## src/rtl/mips_pkg.sv

```systemverilog
// Shared MIPS definitions: reset vector, NOP encoding, primary opcodes and the
// fetch-stage state encoding, plus small PC helpers used by the front end.
package mips_pkg;

  localparam logic [31:0] RESET_PC_DEFAULT = 32'h0000_0000;
  localparam logic [31:0] NOP_INSTR        = 32'h0000_0000;

  localparam logic [5:0] OP_RTYPE = 6'b000000;
  localparam logic [5:0] OP_J     = 6'b000010;
  localparam logic [5:0] OP_JAL   = 6'b000011;
  localparam logic [5:0] OP_BEQ   = 6'b000100;
  localparam logic [5:0] OP_BNE   = 6'b000101;
  localparam logic [5:0] OP_ADDI  = 6'b001000;
  localparam logic [5:0] OP_ADDIU = 6'b001001;
  localparam logic [5:0] OP_SLTI  = 6'b001010;
  localparam logic [5:0] OP_ANDI  = 6'b001100;
  localparam logic [5:0] OP_ORI   = 6'b001101;
  localparam logic [5:0] OP_LUI   = 6'b001111;
  localparam logic [5:0] OP_LW    = 6'b100011;
  localparam logic [5:0] OP_SW    = 6'b101011;

  typedef enum logic [1:0] {
    FETCH   = 2'd0,
    HOLD    = 2'd1,
    DISCARD = 2'd2
  } fetchState_t;

  function automatic logic [31:0] pcPlus4(input logic [31:0] pc);
    return pc + 32'd4;
  endfunction

  function automatic logic [31:0] wordAlign(input logic [31:0] addr);
    return addr & 32'hFFFF_FFFC;
  endfunction

endpackage

```

## src/rtl/if_id_reg.sv

```systemverilog
// IF/ID pipeline register. Flush beats hold; with neither hold nor load the
// register takes a bubble so decode never sees a stale instruction twice.
module if_id_reg
  import mips_pkg::*;
(
  input  logic        clk,
  input  logic        rst,
  input  logic        hold_i,
  input  logic        load_i,
  input  logic        flush_i,
  input  logic [31:0] instr_i,
  input  logic [31:0] pc4_i,
  output logic        valid_o,
  output logic [31:0] instr_o,
  output logic [31:0] pc4_o,
  output logic [5:0]  opcode_o
);

  logic        valid_q;
  logic [31:0] instr_q;
  logic [31:0] pc4_q;

  always_ff @(posedge clk or posedge rst) begin
    if (rst) begin
      valid_q <= 1'b0;
      instr_q <= NOP_INSTR;
      pc4_q   <= 32'h0;
    end else if (flush_i) begin
      valid_q <= 1'b0;
      instr_q <= NOP_INSTR;
      pc4_q   <= 32'h0;
    end else if (!hold_i) begin
      if (load_i) begin
        valid_q <= 1'b1;
        instr_q <= instr_i;
        pc4_q   <= pc4_i;
      end else begin
        valid_q <= 1'b0;
        instr_q <= NOP_INSTR;
        pc4_q   <= 32'h0;
      end
    end
  end

  assign valid_o  = valid_q;
  assign instr_o  = instr_q;
  assign pc4_o    = pc4_q;
  assign opcode_o = instr_q[31:26];

endmodule

```

## src/rtl/fetch_stage.sv

```systemverilog
// Instruction fetch: PC, request FSM and a one-entry skid buffer that parks a
// returned word while decode stalls, feeding the IF/ID register.
module fetch_stage
  import mips_pkg::*;
#(
  parameter logic [31:0] RESET_PC = RESET_PC_DEFAULT
)(
  input  logic        clk,
  input  logic        rst,
  input  logic        stall,
  input  logic        redirect,
  input  logic [31:0] redirect_pc,
  output logic        imem_req,
  output logic [31:0] imem_addr,
  input  logic        imem_ready,
  input  logic [31:0] imem_rdata,
  output logic        if_id_valid,
  output logic [31:0] if_id_instr,
  output logic [31:0] if_id_pc4,
  output logic [5:0]  if_id_opcode
);

  localparam logic [31:0] RESET_PC_ALIGNED = wordAlign(RESET_PC);

  fetchState_t state_q, state_d;
  logic [31:0] pc_q, pc_d;
  logic [31:0] addr_q, addr_d;
  logic        req_q, req_d;
  logic [31:0] skidInstr_q, skidInstr_d;
  logic [31:0] skidPc4_q, skidPc4_d;
  logic        skidValid_q, skidValid_d;

  logic        ifIdHold, ifIdLoad, ifIdFlush;
  logic [31:0] ifIdInstr, ifIdPc4;
  logic [31:0] redirectTarget, pcNext4;

  assign redirectTarget = wordAlign(redirect_pc);
  assign pcNext4        = pcPlus4(pc_q);

  // Redirect is checked first in every state so it always wins over stall.
  always_comb begin
    state_d     = state_q;
    pc_d        = pc_q;
    skidInstr_d = skidInstr_q;
    skidPc4_d   = skidPc4_q;
    skidValid_d = skidValid_q;
    ifIdHold    = 1'b0;
    ifIdLoad    = 1'b0;
    ifIdFlush   = 1'b0;
    ifIdInstr   = imem_rdata;
    ifIdPc4     = pcNext4;
    case (state_q)
      FETCH: begin
        if (imem_ready) begin
          if (redirect) begin
            pc_d      = redirectTarget;
            ifIdFlush = 1'b1;
          end else if (stall) begin
            skidInstr_d = imem_rdata;
            skidPc4_d   = pcNext4;
            skidValid_d = 1'b1;
            pc_d        = pcNext4;
            ifIdHold    = 1'b1;
            state_d     = HOLD;
          end else begin
            ifIdLoad = 1'b1;
            pc_d     = pcNext4;
          end
        end else if (redirect) begin
          pc_d      = redirectTarget;
          ifIdFlush = 1'b1;
          state_d   = DISCARD;
        end else if (stall) begin
          ifIdHold = 1'b1;
        end
      end
      HOLD: begin
        if (redirect) begin
          skidValid_d = 1'b0;
          pc_d        = redirectTarget;
          ifIdFlush   = 1'b1;
          state_d     = FETCH;
        end else if (stall) begin
          ifIdHold = 1'b1;
        end else begin
          ifIdLoad    = 1'b1;
          ifIdInstr   = skidInstr_q;
          ifIdPc4     = skidPc4_q;
          skidValid_d = 1'b0;
          state_d     = FETCH;
        end
      end
      DISCARD: begin
        ifIdFlush = 1'b1;
        if (redirect) pc_d = redirectTarget;
        if (imem_ready) state_d = FETCH;
      end
      default: begin
        state_d = FETCH;
      end
    endcase
  end

  // The request keeps its old address while a stale response is drained.
  assign req_d  = (state_d != HOLD);
  assign addr_d = (state_d == DISCARD) ? addr_q : pc_d;

  always_ff @(posedge clk or posedge rst) begin
    if (rst) begin
      state_q     <= FETCH;
      pc_q        <= RESET_PC_ALIGNED;
      addr_q      <= RESET_PC_ALIGNED;
      req_q       <= 1'b0;
      skidInstr_q <= NOP_INSTR;
      skidPc4_q   <= 32'h0;
      skidValid_q <= 1'b0;
    end else begin
      state_q     <= state_d;
      pc_q        <= pc_d;
      addr_q      <= addr_d;
      req_q       <= req_d;
      skidInstr_q <= skidInstr_d;
      skidPc4_q   <= skidPc4_d;
      skidValid_q <= skidValid_d;
    end
  end

  assign imem_req  = req_q;
  assign imem_addr = addr_q;

  if_id_reg uIfIdReg (
    .clk      (clk),
    .rst      (rst),
    .hold_i   (ifIdHold),
    .load_i   (ifIdLoad),
    .flush_i  (ifIdFlush),
    .instr_i  (ifIdInstr),
    .pc4_i    (ifIdPc4),
    .valid_o  (if_id_valid),
    .instr_o  (if_id_instr),
    .pc4_o    (if_id_pc4),
    .opcode_o (if_id_opcode)
  );

endmodule

```

## config.mk

```make
export PLATFORM = sky130hd
export DESIGN_NAME = fetch_stage
export DESIGN_NICKNAME = d
export VERILOG_FILES = /design/src/rtl/mips_pkg.sv /design/src/rtl/if_id_reg.sv /design/src/rtl/fetch_stage.sv
export SDC_FILE = /design/constraint.sdc
export NUM_CORES = 1
export LEC_CHECK = 0
export BUFFER_PORTS_ARGS = -buffer_cell sky130_fd_sc_hd__buf_2
export CORE_AREA = 4 4 159 161
export DETAILED_ROUTE_END_ITERATION = 6
export DIE_AREA = 0 0 163 165
export RECOVER_POWER = 100
export SLEW_MARGIN = 20
export SYNTH_ARGS = -nofsm -noshare
export SYNTH_HDL_FRONTEND = slang
export SYNTH_SLANG_ARGS = --single-unit
```

## constraint.sdc

```tcl
create_clock -name clk -period 13.3 [get_ports clk]
set_input_delay 0.665 -clock clk [delete_from_list [all_inputs] [get_ports clk]]
set_output_delay 0.665 -clock clk [all_outputs]
set_load 0.005 [all_outputs]
```

Word level (Yosys, flattened, before mapping):

Index checks and enable logic that the tools add are counted.

* memories kept: 0
* logic and storage cells: 56
* flip-flop bits (word level): 196
* latch bits: 0
* output and inout bits: 104
* input port bits: 69
* bits in writable memories: 0
* bits in read-only memories: 0

* $mul: 0
* shift operators: 0
* eq/ne operators: 5
* reduce and logical (&&, ||, !) cells: 4
* muxes and demuxes: 36
* add/sub/neg operators: 1
* order comparisons: 0
* div/mod/pow operators: 0
* bitwise gates (word level): 1

Operators by type and width (number)
* 32-bit two-way mux: 15
* 32-bit case mux with 2 select lines: 1
* 32-bit by 3-bit adder with 32-bit output, second input constant: 1
* 2-bit two-way mux: 7
* 1-bit two-way mux: 10
* 2-bit case mux with 3 select lines: 1
* 2-bit equality test, second input constant: 2
* 1-bit case mux with 2 select lines: 2
* 2-bit OR reduction: 2
* 3-bit AND reduction: 1
* 2-bit by 1-bit equality test with 1-bit output, second input constant: 1
* 2-bit zero test: 1
* 2-bit by 1-bit != test with 1-bit output, second input constant: 1
* 2-bit != test, second input constant: 1
* 1-bit NOT: 1

Depth between registers and ports, before layout:

* depth after elaboration: 7
* depth in mapped cells: 10
* mapped depth without buffers: 8

Modules after synthesis:

A second synthesis with hierarchy kept.

* cells, all modules: 913
* area total of the unflattened synthesis: 9761.9 um^2

By module, submodules not included
* fetch_stage: cells an instance 682, area an instance 7013.0 um^2, sequential area each 3278.1 um^2, instances 1
* if_id_reg: cells an instance 231, area an instance 2748.9 um^2, sequential area each 1626.6 um^2, instances 1

Least setup slack after synthesis:

Ideal clock, no wire load.

* path type: register to register
* start: register state_q[0]
* end: register addr_q[11], in the netlist imem_addr[11]
* path buffers: 2
* clock period less this slack: 2291 ps
* required time: 13175 ps
* stages on the path, launching flop included: 10
* data arrival time: 2166 ps
* library setup time: 125 ps
* slack: 11009 ps
* cell sequence: dfrtp_1 > inv_1 > ha_1 > clkbuf_1 > or2_2 > clkbuf_1 > and3_1 > a221oi_1 > o2bb2ai_1 > mux2_2

* elaborated cells on any way between the ends: 14
* classes of those cells: eq/ne (3); mux (9); reduce/logical (2)

RTL lines
* start, declared: RTL line fetch_stage.sv:25 `fetchState_t state_q, state_d;`
* start signal, assigned: RTL line fetch_stage.sv:118 `state_q <= state_d;`
* 2-bit equality test or 2-bit by 1-bit equality test with 1-bit output (tied branches): RTL line fetch_stage.sv:52 `case (state_q)`
* 2-bit OR reduction (no line)
* 32-bit case mux with 2 select lines (*): RTL line fetch_stage.sv:52
* named net pc_d[11]: RTL line fetch_stage.sv:26 `logic [31:0] pc_q, pc_d;`
* end signal, assigned: RTL line fetch_stage.sv:120 `addr_q <= addr_d;`
* end, declared: RTL line fetch_stage.sv:27 `logic [31:0] addr_q, addr_d;`

The timed path passes the listed nets; every way through them passes the cells marked *.
A chain may end at the register's enable or synchronous reset.

Worst setup path after layout:

* start: register state_q[1]
* end: register skidInstr_q[30]

* word-level cells in the longest chain between the ends: 2

RTL lines
* 2-bit zero test: RTL line fetch_stage.sv:52
* 3-bit AND reduction (no line)
* end signal, assigned: RTL line fetch_stage.sv:122 `skidInstr_q <= skidInstr_d;`
* end, declared: RTL line fetch_stage.sv:29 `logic [31:0] skidInstr_q, skidInstr_d;`

No other way between the ends.

==> metrics.csv <==
metric,value,unit
worst-skew pair later-pin latency,0.43,ns
Antenna diodes,0,
1st-pass router iterations,7,
worst hold path type,in2reg,
core area,24000,um^2
RSZ-0062 raised after global routing,no,
Initial Util,0.394,
cts hold-fix bufs,0,
setup violators final,0,
initial antenna violation count,0,
Pwr per Cell Area,202,nW/um^2
Synth area leader,dfrtp_1,
CP arrival,5.05,ns
fin area,10900,um^2
CTS Buf Count,17,
Post-synth top cells,"dfrtp_1, nand2_1, o21ai_0, mux2_2, clkbuf_1",
H-tree Lvls,4,
Fin Hold WS,0.472,ns
synth-to-layout area growth,15.5,%
largest net degree at the start of global routing,133,
reg2reg path depth,5,
vias,7456,
crit path launch,state_q[1]$_DFF_PP0_,
CP endpoint,skidInstr_q[30]$_DFFE_PP0P_,
drt drc,0,
Die Area,26900,um^2
Placer Congestion,0.898,
Unique masters post-synth,60,
R2R Path Start,state_q[1]$_DFF_PP0_,
Place WS,10.24,ns
die height,165,um
Syn. warnings,0,
Sink Count,196,
Root Buffer,clkbuf_16,
drt wl/cell,18.6,um
Setup WS post-layout,8.54,ns
Final Hold Viols,0,
grt total ovfl,0,
worst vdd ir,98.6,uV
FP Rows,57,
cell count after synthesis,910,
final WL,25400,um
Rel. slew slack,-2.90,
total track usage,0.186,
violated checks,"max-capacitance violations, max-slew violations",
"Slew Viols, Final",312,
clock transition at the registers of the reported paths,0.07,ns
syn nets,984,
Async SR Flop Fraction,1.00,
Clock Path Buffers,2,
Horiz. Die Dim,163,um
setup_tns,0,ns
CP Launch Type,register,
post-synthesis sequential area ratio,0.520,
area share of the largest cell type after synthesis,0.520,
Post-synth EDFFs,0,
Setup Crit Path Kind,reg2reg,
ys flop type,dfrtp_1,
global-route wire length before repair,39800,um
vias per cell,5.45,
Tmin final,4.76,ns
"antenna viol nets, final",0,
placed inst area,10500,um^2
vias in the first global route,7140,
"reg-to-reg slack, setup",8.54,ns
pin slew with the least headroom to its limit,5.82,ns
Nets,1105,
Critical Path Fanout Max,93,
period utilization,0.358,
synthesis-stage register bit count,196,
share of cells above drive strength 1,0.189,
IO buf count,170,
PostCTS Resize Cnt,0,
critical path data required time,13.59,ns
Fin Clk Skew,0.0152,ns
most numerous cell in the Yosys netlist,dfrtp_1,
syn_area_per_cell,10.4,um^2
post-synthesis cell area,9430,um^2
leakage,4.75,nW
DRT iter0 DRCs,567,
Worst Setup End Kind,register,
CTS tree,built,
Worst R2R End,skidInstr_q[30]$_DFFE_PP0P_,
top post-synthesis cells by area,"dfrtp_1, mux2_2, o21ai_0, mux2i_1, nand2_1",
hpwl dp,17200,um
Post-CTS Setup Repair Bufs,0,
I/O pin count,173,
maxcap violations,4,
outcome,"complete, but fails checks",
fmax,0.210,GHz
==> worst max-delay path: stages, from the launching register on <==
cell,delay (ns)
dfrtp_1,0.43
inv_1,0.16
ha_1,0.43
and3b_1,0.60
nand2_1,1.99
mux2_2,0.99
==> cell families after synthesis <==
group	after synthesis	share of synthesized area
AOI/OAI and AO/OA	237	0.159
DFF	196	0.520
and+or+nand+nor	256	0.136
muxes	99	0.113
adders and majority gates	5	0.00663
buffers and inverters	90	0.0410
xor gates and xnor gates	27	0.0251
==> area by class of cell <==
cell class | instances | area [um^2]
multi-input cells | 624 | 4150
fillers | 2423 | 13100
well taps | 324 | 405
repair buffers | 178 | 817
clock inverters | 10 | 98.8
clock buffers | 21 | 460
inverters | 14 | 53.8
flip-flops and latches | 196 | 4900
==> sequential cells by signal, indices dropped and copies added, names as in the netlist <==
| register | flops |
|---|---|
| imem_addr | 32 |
| pc_q | 32 |
| skidInstr_q | 32 |
| skidPc4_q | 32 |
| uIfIdReg.instr_o | 32 |
| uIfIdReg.pc4_o | 32 |
| state_q | 2 |
| imem_req | 1 |
| uIfIdReg.valid_o | 1 |
==> worst min-delay path by stage <==
stage / startpoint / endpoint / slack (ns) / depth (start not counted)
after floorplan: skidPc4_q[19]$_DFFE_PP0P_ / skidPc4_q[19]$_DFFE_PP0P_ / 0.44 / 2
after global placement: uIfIdReg.instr_o[12]$_DFFE_PP0P_ / uIfIdReg.instr_o[12]$_DFFE_PP0P_ / 0.46 / 2
after detailed placement: uIfIdReg.instr_o[2]$_DFFE_PP0P_ / uIfIdReg.instr_o[2]$_DFFE_PP0P_ / 0.47 / 2
after CTS: redirect_pc[28] / pc_q[28]$_DFF_PP0_ / 0.46 / 3
after global routing: imem_rdata[5] / skidInstr_q[5]$_DFFE_PP0P_ / 0.47 / 2
final: redirect_pc[28] / pc_q[28]$_DFF_PP0_ / 0.47 / 3
==> placed cells by master, fill, tap and decap left out, types with 22 or more instances in the layout <==
cell,Yosys,final
nand3_1,22,22
a22oi_1,23,23
dfrtp_1,196,196
mux2_2,49,49
mux2i_1,42,42
buf_2,21,104
clkbuf_1,46,70
nor2_1,27,27
nand2_1,111,111
o21ai_0,104,104
nor3_1,26,25
==> per-stage QoR <==
step / total power [W] / cells / utilization
floorplan: 0.00146 / 910 / -
global placement: 0.00170 / 1336 / 0.436
detailed placement: 0.00171 / 1336 / 0.436
CTS: 0.00222 / 1367 / 0.459
global route: 0.00235 / 1367 / 0.454
finish: 0.00219 / 1367 / 0.454
==> per-layer routing <==
metal / part of all wire / global-route usage / up-vias
li1: - / - / 3520
met1: 0.48 / 0.278 / 3624
met2: 0.44 / 0.276 / 278
met3: 0.063 / 0.0387 / 34
met4: 0.017 / 0.0469 / 0
met5: 0 / 0 / -
==> power breakdown <==
part           internal, W  total [W]  switching, W  leakage, nW
Combinational     0.000306   0.000726      0.000420         1.95
Sequential        0.000797   0.000967      0.000170         2.53
Clock             0.000270   0.000501      0.000231        0.271
Total              0.00137    0.00219      0.000821         4.75
Power figures use the tool's default switching activity.
